$ cat src/rtl/neuron_feeder.sv
// Feeder for one serial neuron: buffers an N-entry fp32 feature vector, streams it
// one word per clock, waits for the neuron to finish and hands the result to the host.
module neuron_feeder #(
   parameter int N       = 10,
   parameter int SETTLE  = 2,
   parameter int TIMEOUT = 64
) (
   input  logic                 clk,
   input  logic                 rst,
   input  logic                 ld_valid,
   input  logic [$clog2(N)-1:0] ld_idx,
   input  logic [31:0]          ld_data,
   input  logic                 start,
   output logic                 busy,
   output logic                 nrn_rst,
   output logic [31:0]          nrn_x,
   input  logic [31:0]          nrn_out,
   input  logic                 nrn_done,
   output logic                 res_valid,
   input  logic                 res_ready,
   output logic [31:0]          res_data,
   output logic                 err_timeout
);

   localparam int IW   = $clog2(N);
   localparam int CMAX = (TIMEOUT > SETTLE) ? TIMEOUT : SETTLE;
   localparam int CW   = $clog2(CMAX + 1);

   typedef enum logic [2:0] {
      S_IDLE, S_CLEAR, S_STREAM, S_WAIT, S_SETTLE, S_RESULT
   } state_t;

   state_t          state_q;
   logic [31:0]     feat_q [N];
   logic [IW-1:0]   k_q;
   logic [IW-1:0]   k_d;
   logic [CW-1:0]   cnt_q;
   logic            busy_q;
   logic            nrn_rst_q;
   logic [31:0]     nrn_x_q;
   logic            res_valid_q;
   logic [31:0]     res_data_q;
   logic            err_q;

   assign k_d         = k_q + 1'b1;
   assign busy        = busy_q;
   assign nrn_rst     = nrn_rst_q;
   assign nrn_x       = nrn_x_q;
   assign res_valid   = res_valid_q;
   assign res_data    = res_data_q;
   assign err_timeout = err_q;

   // nrn_x always shows feat[k_q] during the k-th stream cycle, so the next word
   // is loaded one edge ahead (feat[0] on the CLEAR edge).
   always_ff @(posedge clk) begin
      if (!rst) begin
         state_q     <= S_IDLE;
         k_q         <= '0;
         cnt_q       <= '0;
         busy_q      <= 1'b0;
         nrn_rst_q   <= 1'b1;
         nrn_x_q     <= '0;
         res_valid_q <= 1'b0;
         res_data_q  <= '0;
         err_q       <= 1'b0;
         for (int i = 0; i < N; i++) feat_q[i] <= '0;
      end else begin
         case (state_q)
            S_IDLE: begin
               if (ld_valid && (int'(ld_idx) < N)) feat_q[ld_idx] <= ld_data;
               if (start) begin
                  state_q <= S_CLEAR;
                  busy_q  <= 1'b1;
                  err_q   <= 1'b0;
               end
            end
            S_CLEAR: begin
               state_q   <= S_STREAM;
               k_q       <= '0;
               nrn_rst_q <= 1'b0;
               nrn_x_q   <= feat_q[0];
            end
            S_STREAM: begin
               if (k_q == IW'(N - 1)) begin
                  state_q <= S_WAIT;
                  nrn_x_q <= '0;
                  cnt_q   <= '0;
               end else begin
                  k_q     <= k_d;
                  nrn_x_q <= feat_q[k_d];
               end
            end
            S_WAIT: begin
               if (nrn_done) begin
                  state_q <= S_SETTLE;
                  cnt_q   <= '0;
               end else if (cnt_q == CW'(TIMEOUT - 1)) begin
                  state_q   <= S_IDLE;
                  err_q     <= 1'b1;
                  busy_q    <= 1'b0;
                  nrn_rst_q <= 1'b1;
               end else begin
                  cnt_q <= cnt_q + 1'b1;
               end
            end
            S_SETTLE: begin
               // Let the MAC/adder pipeline drain before sampling the result.
               if (cnt_q == CW'(SETTLE - 1)) begin
                  state_q     <= S_RESULT;
                  res_data_q  <= nrn_out;
                  res_valid_q <= 1'b1;
                  nrn_rst_q   <= 1'b1;
               end else begin
                  cnt_q <= cnt_q + 1'b1;
               end
            end
            S_RESULT: begin
               if (res_ready) begin
                  state_q     <= S_IDLE;
                  res_valid_q <= 1'b0;
                  busy_q      <= 1'b0;
               end
            end
            default: begin
               state_q   <= S_IDLE;
               busy_q    <= 1'b0;
               nrn_rst_q <= 1'b1;
               nrn_x_q   <= '0;
            end
         endcase
      end
   end

endmodule

$ cat config.mk
export PLATFORM = sky130hd
export DESIGN_NAME = neuron_feeder
export DESIGN_NICKNAME = d
export VERILOG_FILES = /design/src/rtl/neuron_feeder.sv
export SDC_FILE = /design/constraint.sdc
export NUM_CORES = 1
export LEC_CHECK = 0
export BUFFER_PORTS_ARGS = -buffer_cell sky130_fd_sc_hd__buf_4
export CORE_MARGIN = 2
export CORE_UTILIZATION = 45
export DETAILED_ROUTE_END_ITERATION = 10
export GPL_TIMING_DRIVEN = 0
export MAX_ROUTING_LAYER = met4
export PLACE_DENSITY = 0.61
export SLEW_MARGIN = 40
export SYNTH_ARGS = -nofsm -noshare
export SYNTH_HDL_FRONTEND = slang
export SYNTH_SLANG_ARGS = --single-unit
$ cat constraint.sdc
create_clock -name clk -period 3.4 [get_ports clk]
set_input_delay 0.68 -clock clk [delete_from_list [all_inputs] [get_ports clk]]
set_output_delay 0.68 -clock clk [all_outputs]
set_load 0.01 [all_outputs]
==> metrics, run 1 <==
synth warn 0; total gr overflow 0; CTS root buf clkbuf_16; async set or reset register ratio after synthesis 0%; Synth area leaders edfxtp_1 (62%), mux4_2 (12%), dfxtp_1 (6.6%), nor2_1 (3.0%), mux2i_1 (2.6%); # Max-Cap Violations 0; top cell type's share of synthesized area 62.2%; TNS Setup 0 ns; most common cell in the netlist edfxtp_1; fin crit share 86.2%; synth cell count leaders edfxtp_1 (512), nor2_1 (198), mux4_2 (128); Clock Sinks 594; first-pass GRT wire length 92.5 mm; CP endpoint kind flip-flop; Max FO, Critical Path 24; Initial DRC Count 1328; vias per inst 5.39; path type of the worst min-delay path in2reg; RSZ-0062 raised after global routing false; post-synthesis xor/xnor area fraction 0.106%; Sequential Power Share 45.3%; final-stage net count 2057; Synth Instances 1574; Synth Cell Area 0.0247 mm^2; adder-cell share of the synthesized area 0.203%; Slew HR 39.6%; clock buffer depth 3; die area 0.0568 mm^2; Psw 5.23 mW; final non-filler cell total 2729; Worst-path clk slew 0.06 ns; vias in the first global route 15070; hold-fix buffers at CTS 0; syn avg cell area 15.7 um^2; Ports 142; clock share of power 34.8%; FF+latch count, synth 594; fraction of layout cells with a size suffix above 1 23.0%; row count 85; gpl congestion 0.813; hold path depth 3; WL/cell 22.9 um; reg2reg path depth 7; TritonCTS buffer count 61; Post-CTS Resized 0; die span in y 238 um; cell taking the most area after synthesis edfxtp_1; post-route minimum period 2.93 ns; main combinational cell family by area after synthesis multiplexers; Cell Area, Placed 0.0277 mm^2; DP HPWL 40.7 mm; sequential cell area fraction in the yosys report 68.9%; post-synthesis mux area share 14.3%; Tightest Pin Transition 0.906 ns; Comb pwr share 19.8%; vias 14701; leakage 11.0 nW; largest net degree at the start of global routing 29; Placed Instances 2612; Fin. Hold Viols 0; Total GRT Usage 23.1%; PwrDens 643 mW/mm^2; Crit Path Category reg2reg; Distinct cells, synth 55; initial antenna violation count 3; H-Tree Level Count 2; Design Power 19.0 mW; Layout Skew 0.0107 ns; CTS tree built; Layout area overhead 19.9%; Simple-Gate Fraction of Synth Area 9.75%; maximum VDD drop 0.404 mV; outcome finished clean; Top FF cell, synth edfxtp_1; clk_lat worst skew 0.63 ns; Setup-failing EPs final 0; Routed Antenna Nets 0; port bufs 141; max frequency 341 MHz; Slew Viols, Final 0; DIE WIDTH 238 um; Synth Area in Compound Gates 4.21%; Worst setup SP type flip-flop; DRT Wirelength 62.6 mm; hold_ws 0.300 ns; Initial Util 45.7%; DRT Pass-1 Iters 5; internal power 13.8 mW; core area 0.0540 mm^2; switching share of total power 27.4%; Post-synth EDFFs 512; critical path data arrival time 3.25 ns; # DRC 0; Finished Cell Area 0.0296 mm^2; setup repair bufs after CTS 0; Worst EP required 3.72 ns
-- registers in the layout, indices dropped and copies added (netlist names) --
signal and flops:
res_valid 1, nrn_x 32, res_data 32, feat_q 512, err_timeout 1, k_q 4, nrn_rst 1, cnt_q 7
busy 1, state_q 3
-- worst paths after layout --
kind         slack [ns]         start       endpoint
max reg2reg        0.47    state_q[2]  feat_q[7][18]
max                0.47    state_q[2]  feat_q[7][18]
min                0.30    nrn_out[9]    res_data[9]
min reg2reg        0.45  res_data[18]   res_data[18]
-- through the flow --
stage | setup WS [ns] | utilization [%]
6_report | 0.471 | 54.9
5_1_grt | 0.350 | 54.9
4_1_cts | 0.484 | 54.8
3_5_place_dp | 0.0239 | 51.2
3_3_place_gp | -1.30 | 50.6
2_1_floorplan | 0.592 | -
-- per-layer routing --
| metal | share of wire (%) | vias up | GRT usage, % |
|---|---|---|---|
| met5 | 0 | - | - |
| met4 | 3.0 | 0 | 7.69 |
| met3 | 7.0 | 120 | 3.76 |
| met2 | 50 | 505 | 38.3 |
| met1 | 40 | 7523 | 29.0 |
| li1 | - | 6553 | - |
-- critical path, stage by stage, from the launching register on --
cell and delay [ns]:
dfxtp_1 0.38, nor3_2 0.53, nand3_4 0.20, nor2_1 0.19
nand4_1 0.30, clkbuf_1 0.42, nand2_4 0.31, buf_12 0.24
-- final cells by class --
type | instances | area [um^2]
Fill cell | 4467 | 24400
Sequential cell | 594 | 17000
Multi-Input combinational cell | 1032 | 7850
Clock buffer | 84 | 1720
Timing Repair Buffer | 151 | 1270
Tap cell | 696 | 871
Buffer | 101 | 502
Clock inverter | 32 | 259
Inverter | 38 | 143
Antenna cell | 1 | 2.50
-- power by group through the flow --
| stage | Combinational (mW) | Sequential [mW] | Clock, mW |
|---|---|---|---|
| global route | 4.04 | 8.68 | 7.00 |
| floorplan | 2.35 | 8.75 | 0 |
| finish | 3.78 | 8.63 | 6.63 |
| detailed placement | 3.78 | 8.79 | 0 |
| CTS | 3.80 | 8.64 | 6.71 |
| global placement | 3.71 | 8.78 | 0 |
-- layout by cell type (no fill, tap or decap), drive strengths merged, types with 13 or more instances in the layout --
cell    instances
clkinv         26
mux4          128
a22o           33
clkbuf        142
o21ai          13
conb          192
dfxtp          82
nand2         147
edfxtp        512
a21boi         37
buf           194
and2          101
inv            39
nor2          201
nand3          14
mux2i          65
o221ai         31
-- logic make-up (layout without fill, tap and decap cells) --
kind of cell,after synthesis,count (layout)
flip-flops,594,594
AO/OA/AOI/OAI,133,133
XOR/XNOR,3,3
adder cells (fa/ha/maj),4,4
multiplexers,193,193
AND/OR/NAND/NOR,507,507
buffers and inverters,139,406
other,1,193
Note: power is estimated with default switching activity, not from simulation.
==> run 2: changes to the inputs <==
--- a/config.mk
+++ b/config.mk
@@ -11,7 +11,7 @@
 export DETAILED_ROUTE_END_ITERATION = 10
 export GPL_TIMING_DRIVEN = 0
 export MAX_ROUTING_LAYER = met4
-export PLACE_DENSITY = 0.61
+export PLACE_DENSITY = 0.63
 export SLEW_MARGIN = 40
 export SYNTH_ARGS = -nofsm -noshare
 export SYNTH_HDL_FRONTEND = slang
==> constraint.sdc (replaced) <==
create_clock -name clk -period 2.6 [get_ports clk]
set_input_delay 0.52 -clock clk [delete_from_list [all_inputs] [get_ports clk]]
set_output_delay 0.52 -clock clk [all_outputs]
set_load 0.01 [all_outputs]
==> run 2 against run 1 <==
Compared with the run above:
- final area up 0.34%
- total power grew 32%
- via count up 0.95%
- clock power up 32%
- sequential power is 31% higher
- first-iteration DRC count decreased by 2.6%
- critical path type unchanged
- largest power group unchanged
- highest routed layer unchanged
==> metrics, run 2 (synthesized netlist as in run 1, its figures left out) <==
Crit Path Category reg2reg; fin crit share 97.2% (+11 points); hold-fix buffers at CTS 0 (unchanged); delay-heaviest family, CP buffers and inverters; final-stage net count 2059 (+0.097%); path type of the worst min-delay path in2reg; DIE WIDTH 238 um (unchanged); post-route minimum period 2.53 ns (-0.402 ns); crit path max-delay cell type clkbuf_1; CTS root buf clkbuf_16; DP HPWL 40.3 mm (-1.0%); DRT Wirelength 62.9 mm (+0.56%); Buf/Inv on CP 1 (-1); row count 85 (unchanged); Top Layer Used met4; Slew HR 39.1% (-0.49 points); leakage 11.0 nW (+0.40%); Layout Skew 0.0135 ns (+0.00280 ns); Routed Antenna Nets 0 (unchanged); total gr overflow 0 (unchanged); most frequent cells in the layout edfxtp_1 (512), nor2_1 (198), conb_1 (192); WL/cell 23.1 um (+0.59%); max frequency 396 MHz (+16%); TNS Setup 0 ns (unchanged); Initial DRC Count 1294 (-2.6%); die area 0.0568 mm^2 (unchanged); largest net degree at the start of global routing 33 (+14%); port bufs 141 (unchanged); fill cell count 4461 (-0.13%); # Max-Cap Violations 0 (unchanged); Ports 142 (unchanged); clk_lat worst skew 0.63 ns (about the same); Fin. Hold Viols 0 (unchanged); vias in the first global route 15079 (+0.060%); clock buffer depth 3 (unchanged); Tightest Pin Transition 0.913 ns (+0.00738 ns); Initial Util 45.7% (unchanged); gpl congestion 0.841 (+3.4%); critical path data arrival time 3.06 ns (-0.19 ns); Biggest register feat_q; Worst EP required 3.13 ns (-0.59 ns); initial antenna violation count 0 (-3); RSZ-0062 raised after global routing true; vias per inst 5.44 (+0.98%); DRT Pass-1 Iters 5 (unchanged); Design Power 25.1 mW (+32%); Reg area 0.0170 mm^2 (unchanged); n_diodes 0 (-1); max FFs per register 512 (unchanged); outcome finished clean; vias 14840 (+0.95%); critical path cell sequence nand2b_1, xor2_1, clkbuf_1, a22o_1, nand2_1, o221ai_1; Total GRT Usage 23.3% (+0.23 points); H-Tree Level Count 2 (unchanged); die span in y 238 um (unchanged); Multi-input gate area 0.00795 mm^2 (+1.2%); maximum VDD drop 0.565 mV (+40%); Worst setup SP type flip-flop; CTS tree built; Slew Viols, Final 0 (unchanged); core area 0.0540 mm^2 (unchanged); CP peak stage delay 0.70 ns (+0.17 ns); first-pass GRT wire length 93.5 mm (+1.1%); # DRC 0 (unchanged); Clock Sinks 594 (unchanged); M1 wire length 24.9 mm (-0.24%); Worst-path clk slew 0.06 ns (about the same); Layout area overhead 20.3%; met2 wire length 31.5 mm (+0.25%); TritonCTS buffer count 60 (-1.6%); Setup-failing EPs final 0 (unchanged); fraction of layout cells with a size suffix above 1 23.9% (+0.84 points); met3 WL post-DR 5.08 mm (+17%); PwrDens 843 mW/mm^2 (+31%); most common cell after layout, fill and taps aside edfxtp_1; Max FO, Critical Path 10 (-58%); CP endpoint kind flip-flop
[run 2: cell types whose count changed in the layout (fill, tap and decap cells not counted), sizes merged]
| cell | change |
|---|---|
| clkinvlp | +2 |
| nand2 | +3 |
| inv | +1 |
| clkinv | -11 |
| buf | +3 |
| clkbuf | +2 |
| diode | -1 |
[run 2: layout make-up]
| cell class | instances | area share, % |
|---|---|---|
| Clock buffer | 89 | 5.99 |
| Inverter | 38 | 0.480 |
| Timing Repair Buffer | 151 | 4.10 |
| Clock inverter | 24 | 0.762 |
| Buffer | 101 | 1.79 |
| Multi-Input combinational cell | 1035 | 26.7 |
| Sequential cell | 594 | 57.2 |
| Tap cell | 696 | 2.93 |
[run 2: layer usage]
| metal | up-vias | global-route usage (%) |
|---|---|---|
| met5 | - | - |
| met4 | 0 | 6.78 |
| met3 | 116 | 4.38 |
| met2 | 587 | 38.3 |
| met1 | 7543 | 29.7 |
| li1 | 6594 | - |
[run 2: worst reg2reg max path: stages (launching register included)]
cell	delay, ns
dfxtp_1	0.48
nand2b_1	0.25
xor2_1	0.58
clkbuf_1	0.71
a22o_1	0.24
nand2_1	0.06
o221ai_1	0.11
[run 2: worst paths after layout]
kind	start	to	slack [ns]	depth (start not counted)
max	state_q[2]	nrn_x[3]	0.07	6
min reg2reg	res_data[15]	res_data[15]	0.45	2
max reg2reg	state_q[2]	nrn_x[3]	0.07	6
min	nrn_out[2]	res_data[2]	0.14	3
[run 2: what timing repair did]
action | 4_1_cts | 5_1_grt
pin swaps | 3 | 1
setup buffers | 0 | 1
gates resized for setup | 18 | 13
cloned | 3 | 0
endpoints found under the setup margin | 229 | 165
[run 2: where the power goes]
group | switching [mW] | internal (mW) | total, mW
sequential | 0.292 | 11.0 | 11.3
combinational | 2.92 | 2.12 | 5.04
clock | 3.62 | 5.11 | 8.73
[run 2: per-stage QoR]
stage	utilization, %	cell area (um^2)	hold slack, ns	std cells	setup WS, ns
final	55.0	29700	0.145	2728	0.0725
after global routing	55.0	29700	0.127	2728	-0.0225
after CTS	54.9	29700	0.108	2725	0.0105
after detailed placement	51.0	27600	0.451	2609	-0.753
after global placement	50.7	27400	0.442	2602	-2.01
after floorplan	-	25400	0.454	1765	0.0218
